==> config.mk <==
export PLATFORM = sky130hd
export DESIGN_NAME = mem_dump_sequencer
export DESIGN_NICKNAME = d
export VERILOG_FILES = /design/src/rtl/dump_pkg.sv /design/src/rtl/byte_serializer.sv /design/src/rtl/mem_dump_sequencer.sv
export SDC_FILE = /design/constraint.sdc
export NUM_CORES = 1
export LEC_CHECK = 0
export ABC_AREA = 1
export CAP_MARGIN = 10
export CORE_MARGIN = 8
export CORE_UTILIZATION = 45
export CTS_BUF_LIST = sky130_fd_sc_hd__clkbuf_16
export CTS_CLUSTER_DIAMETER = 200
export DETAILED_ROUTE_END_ITERATION = 8
export PLACE_DENSITY_LB_ADDON = 0.2
export SLEW_MARGIN = 20
export SYNTH_ARGS = -nofsm -noshare
export SYNTH_HDL_FRONTEND = slang
export SYNTH_SLANG_ARGS = --single-unit
==> constraint.sdc <==
create_clock -name clk -period 7.59 [get_ports clk]
set_input_delay 0.759 -clock clk [delete_from_list [all_inputs] [get_ports clk]]
set_output_delay 0.759 -clock clk [all_outputs]
set_load 0.005 [all_outputs]
==> src/rtl/dump_pkg.sv <==
// Shared types and constants for the post-halt memory dump sequencer.
// Covers the FSM states, the stream framing sizes and the word-count helper.
package dump_pkg;

   typedef enum logic [2:0] {
      StIdle,
      StHdr,
      StRdReq,
      StRdWait,
      StSend,
      StDone
   } dump_state_e;

   localparam int unsigned HDR_BYTES  = 8;
   localparam int unsigned WORD_BYTES = 4;

   // Inclusive word count between two word-aligned addresses, clamped to max_words.
   function automatic logic [31:0] word_count(logic [31:0] base, logic [31:0] last,
                                              int unsigned max_words);
      logic [31:0] n;
      n = ((last - base) >> 2) + 32'd1;
      return (n > max_words) ? max_words : n;
   endfunction

endpackage

==> src/rtl/byte_serializer.sv <==
// Shifts out a loaded word of up to 8 bytes, LSB first, one byte per accepted beat.
// Valid comes straight from a register, so tx_ready never reaches valid combinationally.
module byte_serializer (
   input  logic        clk_i,
   input  logic        reset_i,
   input  logic        clear_i,
   input  logic        load_i,
   input  logic [63:0] data_i,
   input  logic [3:0]  nbytes_i,
   input  logic        ready_i,
   output logic        valid_o,
   output logic [7:0]  byte_o,
   output logic        last_o
);

   logic [63:0] shreg_q, shreg_d;
   logic [3:0]  cnt_q, cnt_d;

   assign valid_o = (cnt_q != 4'd0);
   assign byte_o  = shreg_q[7:0];
   assign last_o  = (cnt_q == 4'd1);

   always_comb begin
      shreg_d = shreg_q;
      cnt_d   = cnt_q;
      if (clear_i) begin
         shreg_d = '0;
         cnt_d   = '0;
      end else if (load_i) begin
         shreg_d = data_i;
         cnt_d   = nbytes_i;
      end else if (valid_o && ready_i) begin
         // Zero fill keeps byte_o at 0 once the word is drained.
         shreg_d = {8'h00, shreg_q[63:8]};
         cnt_d   = cnt_q - 4'd1;
      end
   end

   always_ff @(posedge clk_i or posedge reset_i) begin
      if (reset_i) begin
         shreg_q <= '0;
         cnt_q   <= '0;
      end else begin
         shreg_q <= shreg_d;
         cnt_q   <= cnt_d;
      end
   end

endmodule

==> src/rtl/mem_dump_sequencer.sv <==
// Dumps the tracker-reported written range of data memory as a byte stream:
// an 8-byte header (base, count) followed by each word, LSB first.
module mem_dump_sequencer
   import dump_pkg::*;
#(
   parameter int unsigned ADDR_W    = 32,
   parameter int unsigned MAX_WORDS = 1024
) (
   input  logic              clk,
   input  logic              reset_i,
   input  logic              start_i,
   input  logic              abort_i,
   input  logic [ADDR_W-1:0] min_addr_i,
   input  logic [ADDR_W-1:0] max_addr_i,
   output logic              mem_sel_o,
   output logic              rd_en_o,
   output logic [ADDR_W-1:0] rd_addr_o,
   input  logic [31:0]       rd_data_i,
   output logic [7:0]        tx_data_o,
   output logic              tx_valid_o,
   input  logic              tx_ready_i,
   output logic              busy_o,
   output logic              done_o
);

   dump_state_e       state_q, state_d;
   logic [ADDR_W-1:0] base_q, base_d;
   logic [31:0]       count_q, count_d;
   logic [31:0]       idx_q, idx_d;

   logic [ADDR_W-1:0] start_base, start_last;
   logic [31:0]       start_count;

   logic              ser_load, ser_clear, ser_last, ser_accept;
   logic [63:0]       ser_data;
   logic [3:0]        ser_nbytes;

   // An inverted range is the tracker's "nothing written" encoding.
   always_comb begin
      start_base  = '0;
      start_last  = '0;
      start_count = '0;
      if (min_addr_i <= max_addr_i) begin
         start_base  = {min_addr_i[ADDR_W-1:2], 2'b00};
         start_last  = {max_addr_i[ADDR_W-1:2], 2'b00};
         start_count = word_count(32'(start_base), 32'(start_last), MAX_WORDS);
      end
   end

   assign ser_accept = tx_valid_o && tx_ready_i;

   always_comb begin
      state_d    = state_q;
      base_d     = base_q;
      count_d    = count_q;
      idx_d      = idx_q;
      ser_load   = 1'b0;
      ser_clear  = 1'b0;
      ser_data   = {32'h0, rd_data_i};
      ser_nbytes = 4'(WORD_BYTES);

      unique case (state_q)
         StIdle: begin
            if (start_i) begin
               base_d     = start_base;
               count_d    = start_count;
               idx_d      = '0;
               ser_load   = 1'b1;
               ser_data   = {start_count, 32'(start_base)};
               ser_nbytes = 4'(HDR_BYTES);
               state_d    = StHdr;
            end
         end
         StHdr: begin
            if (ser_accept && ser_last) begin
               state_d = (count_q == 32'd0) ? StDone : StRdReq;
            end
         end
         StRdReq: begin
            state_d = StRdWait;
         end
         StRdWait: begin
            ser_load = 1'b1;
            state_d  = StSend;
         end
         StSend: begin
            if (ser_accept && ser_last) begin
               if (idx_q == count_q - 32'd1) begin
                  state_d = StDone;
               end else begin
                  idx_d   = idx_q + 32'd1;
                  state_d = StRdReq;
               end
            end
         end
         StDone: begin
            state_d = StIdle;
         end
         default: begin
            state_d = StIdle;
         end
      endcase

      if (abort_i && (state_q != StIdle)) begin
         state_d   = StIdle;
         ser_load  = 1'b0;
         ser_clear = 1'b1;
      end
   end

   always_ff @(posedge clk or posedge reset_i) begin
      if (reset_i) begin
         state_q <= StIdle;
         base_q  <= '0;
         count_q <= '0;
         idx_q   <= '0;
      end else begin
         state_q <= state_d;
         base_q  <= base_d;
         count_q <= count_d;
         idx_q   <= idx_d;
      end
   end

   assign busy_o    = (state_q != StIdle);
   assign mem_sel_o = (state_q != StIdle);
   assign rd_en_o   = (state_q == StRdReq);
   assign done_o    = (state_q == StDone);
   assign rd_addr_o = rd_en_o ? (base_q + ADDR_W'({idx_q, 2'b00})) : '0;

   byte_serializer u_ser (
      .clk_i    (clk),
      .reset_i  (reset_i),
      .clear_i  (ser_clear),
      .load_i   (ser_load),
      .data_i   (ser_data),
      .nbytes_i (ser_nbytes),
      .ready_i  (tx_ready_i),
      .valid_o  (tx_valid_o),
      .byte_o   (tx_data_o),
      .last_o   (ser_last)
   );

endmodule

==> flow_summary.json <==
{
  "outcome": "finished clean",
  "cts_resized": 0,
  "place_area_um2": 17020,
  "yosys_warnings": 0,
  "clockBufferDepth": 2,
  "rows": 67,
  "cp_max_fo": 6,
  "muxShareOfSynthArea_pct": 0,
  "globalRoute.totalOverflow": 0,
  "fin_skew_ns": 0.01808,
  "max_slew_margin_pct": 26.27,
  "seq_area_frac_synth_pct": 26.76,
  "yosys.area_share.simple_pct": 35.69,
  "die-area_um2": 40010,
  "cpPeakStageDelay_ns": 0.52,
  "maxCapViolations": 0,
  "worst_pin_slew_ns": 1.103,
  "path_clk_slew_ns": 0.07,
  "clkLatencyLatePin_ns": 0.46,
  "fin_area_um2": 17630,
  "critPathKind": "reg -> out",
  "synth_xor_area_share_pct": 5.574,
  "synth_area_um2": 15240,
  "hold_end": "u_ser.shreg_q[3]$_DFFE_PP0P_",
  "wl_um": 56800,
  "rr_endpoint": "idx_q[20]$_DFFE_PP0P_",
  "fin_crit_sh_pct": 61.71,
  "setup-tns-final_ns": 0,
  "synthArstFlopShare_pct": 100.0,
  "die_h_um": 200.0,
  "leakage_uw": 0.009202,
  "cts_sinks": 163,
  "vdd_drop_max_uv": 165.1,
  "grt_pass1_wl_um": 86800,
  "synth_commonest_cells": "nand2_1 (681), inv_1 (345), nor2_1 (205)",
  "cts_setup_buffers": 0,
  "dp_hpwl_um": 46630,
  "synth_cell_types": 51,
  "grt_pass1_vias": 15120,
  "drv_slew": 0,
  "via_per_inst": 5.464,
  "postRouteAntennaNets": 0,
  "critPathCaptureType": "output port",
  "syn2layout_area_growth_pct": 15.66,
  "antenna_found_initial": 0,
  "synth_adder_area_share_pct": 8.226,
  "core_um2": 33450,
  "synth_cells": 2358,
  "synth_area_leaders": "dfrtp_1 (27%), nand2_1 (17%), inv_1 (8.5%)",
  "hold_ws_ns": 0.4830,
  "start_util_pct": 45.57,
  "synth-edff-count": 0,
  "finalHoldViolCount": 0,
  "synth_top_flop_cell": "dfrtp_1",
  "netlist.area_leader.share_pct": 26.76,
  "grt_max_degree": 68,
  "gp_congestion": 1.043,
  "crit_required_ns": 6.83,
  "nets": 2662,
  "hold_path_depth": 2,
  "synth_top_family_by_area": "simple AND/OR/NAND/NOR gates",
  "die_w_um": 200.0,
  "firstDrtPassIters": 8,
  "worst-r2r-setup-slack_ns": 3.57,
  "crit_chain": "ha_1 > fa_1 > nand3_1 > nand3_1 > nand2_1 > nand2_1 > a21oi_1 > o21ai_0 > inv_1 > nor2_1 > nor2_1 > o21ai_0 > a21oi_1 > inv_1 > nand2_1 > nand2_1 > a21oi_1 > xor2_1 > nor2_1 > clkdlybuf4s50_1",
  "root_buffer": "clkbuf_16",
  "num_vias": 15970,
  "powerDensity_nw_per_um2": 214.4,
  "setup_viol": 0,
  "cp_slowest_cell": "clkdlybuf4s50_1",
  "drtIter0Drc": 1403,
  "reg2reg_depth": 15,
  "rsz0062_at_grt": "no",
  "period_minus_slack_ns": 4.684,
  "r2r_start": "count_q[0]$_DFFE_PP0P_",
  "max_freq_mhz": 213.5,
  "syn_avg_cell_area_um2": 6.463,
  "crit_path_frequent_cell": "nand2_1",
  "cp-start-kind": "flop",
  "yosysTopAreaCell": "dfrtp_1",
  "drive_above_1_share_pct": 5.818,
  "grt_usage_pct": 28.25,
  "wl_per_cell_um": 19.43,
  "synth-compound-area-share_pct": 12.69,
  "synth-seq-cells": 163,
  "hold_path.class": "reg -> reg",
  "cts_tree": "built",
  "finish.utilization_pct": 52.70,
  "arrival_ns": 3.92,
  "antenna_cells": 0,
  "cts_buffers": 17,
  "drc": 0,
  "synth_most_common_cell": "nand2_1",
  "hold_path_startpoint": "u_ser.shreg_q[3]$_DFFE_PP0P_",
  "htreeDepth": 4,
  "ios": 146,
  "hold_buffers": 0,
  "io_buffers": 143
}
[layer usage]
layer / track usage, % / vias to the layer above / part of all wire (%)
met5: 0 / - / 0
met4: 11.14 / 0 / 3.8
met3: 4.225 / 97 / 6.3
met2: 47.82 / 606 / 48
met1: 35.83 / 7496 / 42
li1: - / 7771 / -
[layout by cell type (no fill, tap or decap), drive strengths merged, types with 3 or more instances in the layout]
cell type	instances
xor2	81
or2	5
o221ai	3
clkdlybuf4s50	143
nor3b	6
o31ai	4
nand4	55
nor3	35
o211ai	24
and2	4
inv	367
nor2	236
dfrtp	163
nor4	16
clkbuf	17
a21oi	122
o21ai	136
ha	97
a31oi	11
a32o	21
xnor2	16
o21a	3
clkinv	9
a21boi	4
buf	10
nand2	712
nand3	155
[how the worst max path moves through the flow]
stage,cells past startpoint,slack [ns],from,end
after global placement,24,2.80,min_addr_i[2],u_ser.shreg_q[34]$_DFFE_PP0P_
after global routing,20,2.57,idx_q[0]$_DFFE_PP0P_,rd_addr_o[26]
after CTS,20,2.93,idx_q[0]$_DFFE_PP0P_,rd_addr_o[26]
final,20,2.91,idx_q[0]$_DFFE_PP0P_,rd_addr_o[26]
after detailed placement,24,2.78,min_addr_i[2],u_ser.shreg_q[34]$_DFFE_PP0P_
after floorplan,1,2.43,reset_i,base_q[10]$_DFFE_PP0P_
[logic make-up (layout without fill, tap and decap cells)]
family,after synthesis,count (layout)
AOI/OAI and AO/OA,336,336
xor gates and xnor gates,97,97
adders and majority gates,99,99
buffers and inverters,432,548
DFF,163,163
other,1,2
and+or+nand+nor,1230,1230
[metrics by stage]
stage	power [uW]	setup WS [ns]	std cells
final	3780	2.906	2923
after global routing	4006	2.573	2923
after CTS	3761	2.927	2923
after detailed placement	2871	2.779	2891
after global placement	2859	2.803	2891
after floorplan	2275	2.426	2359
[report_power, final]
group	leakage, uW	switching (uW)	internal (uW)	total, uW
logic	0.00671	1180	552	1730
registers	0.00221	147	1020	1160
clock network	0.000288	442	447	889
[flip-flops by register name, summed over array words and instances, names as in the netlist]
| signal | count |
|---|---|
| base_q | 30 |
| count_q | 31 |
| idx_q | 32 |
| state_q | 3 |
| u_ser.cnt_q | 4 |
| u_ser.shreg_q | 63 |
[area by class of cell]
| type | count | area (um2) |
|---|---|---|
| Fill cell | 3372 | 15820 |
| Multi-Input combinational cell | 1764 | 9510 |
| Sequential cell | 163 | 4079 |
| Timing Repair Buffer | 153 | 1506 |
| Inverter | 363 | 1368 |
| Tap cell | 448 | 560.5 |
| Clock buffer | 17 | 425.4 |
| Clock inverter | 15 | 178.9 |
[critical path, delay by kind of cell (launching register included)]
family,cells,cell delay (ns)
AO/OA/AOI/OAI,5,0.82
AND/OR/NAND/NOR,9,0.74
buffers and inverters,3,0.72
adder cells (fa/ha/maj),2,0.66
flip-flops,1,0.47
XOR/XNOR,1,0.08
Power figures use the tool's default switching activity.
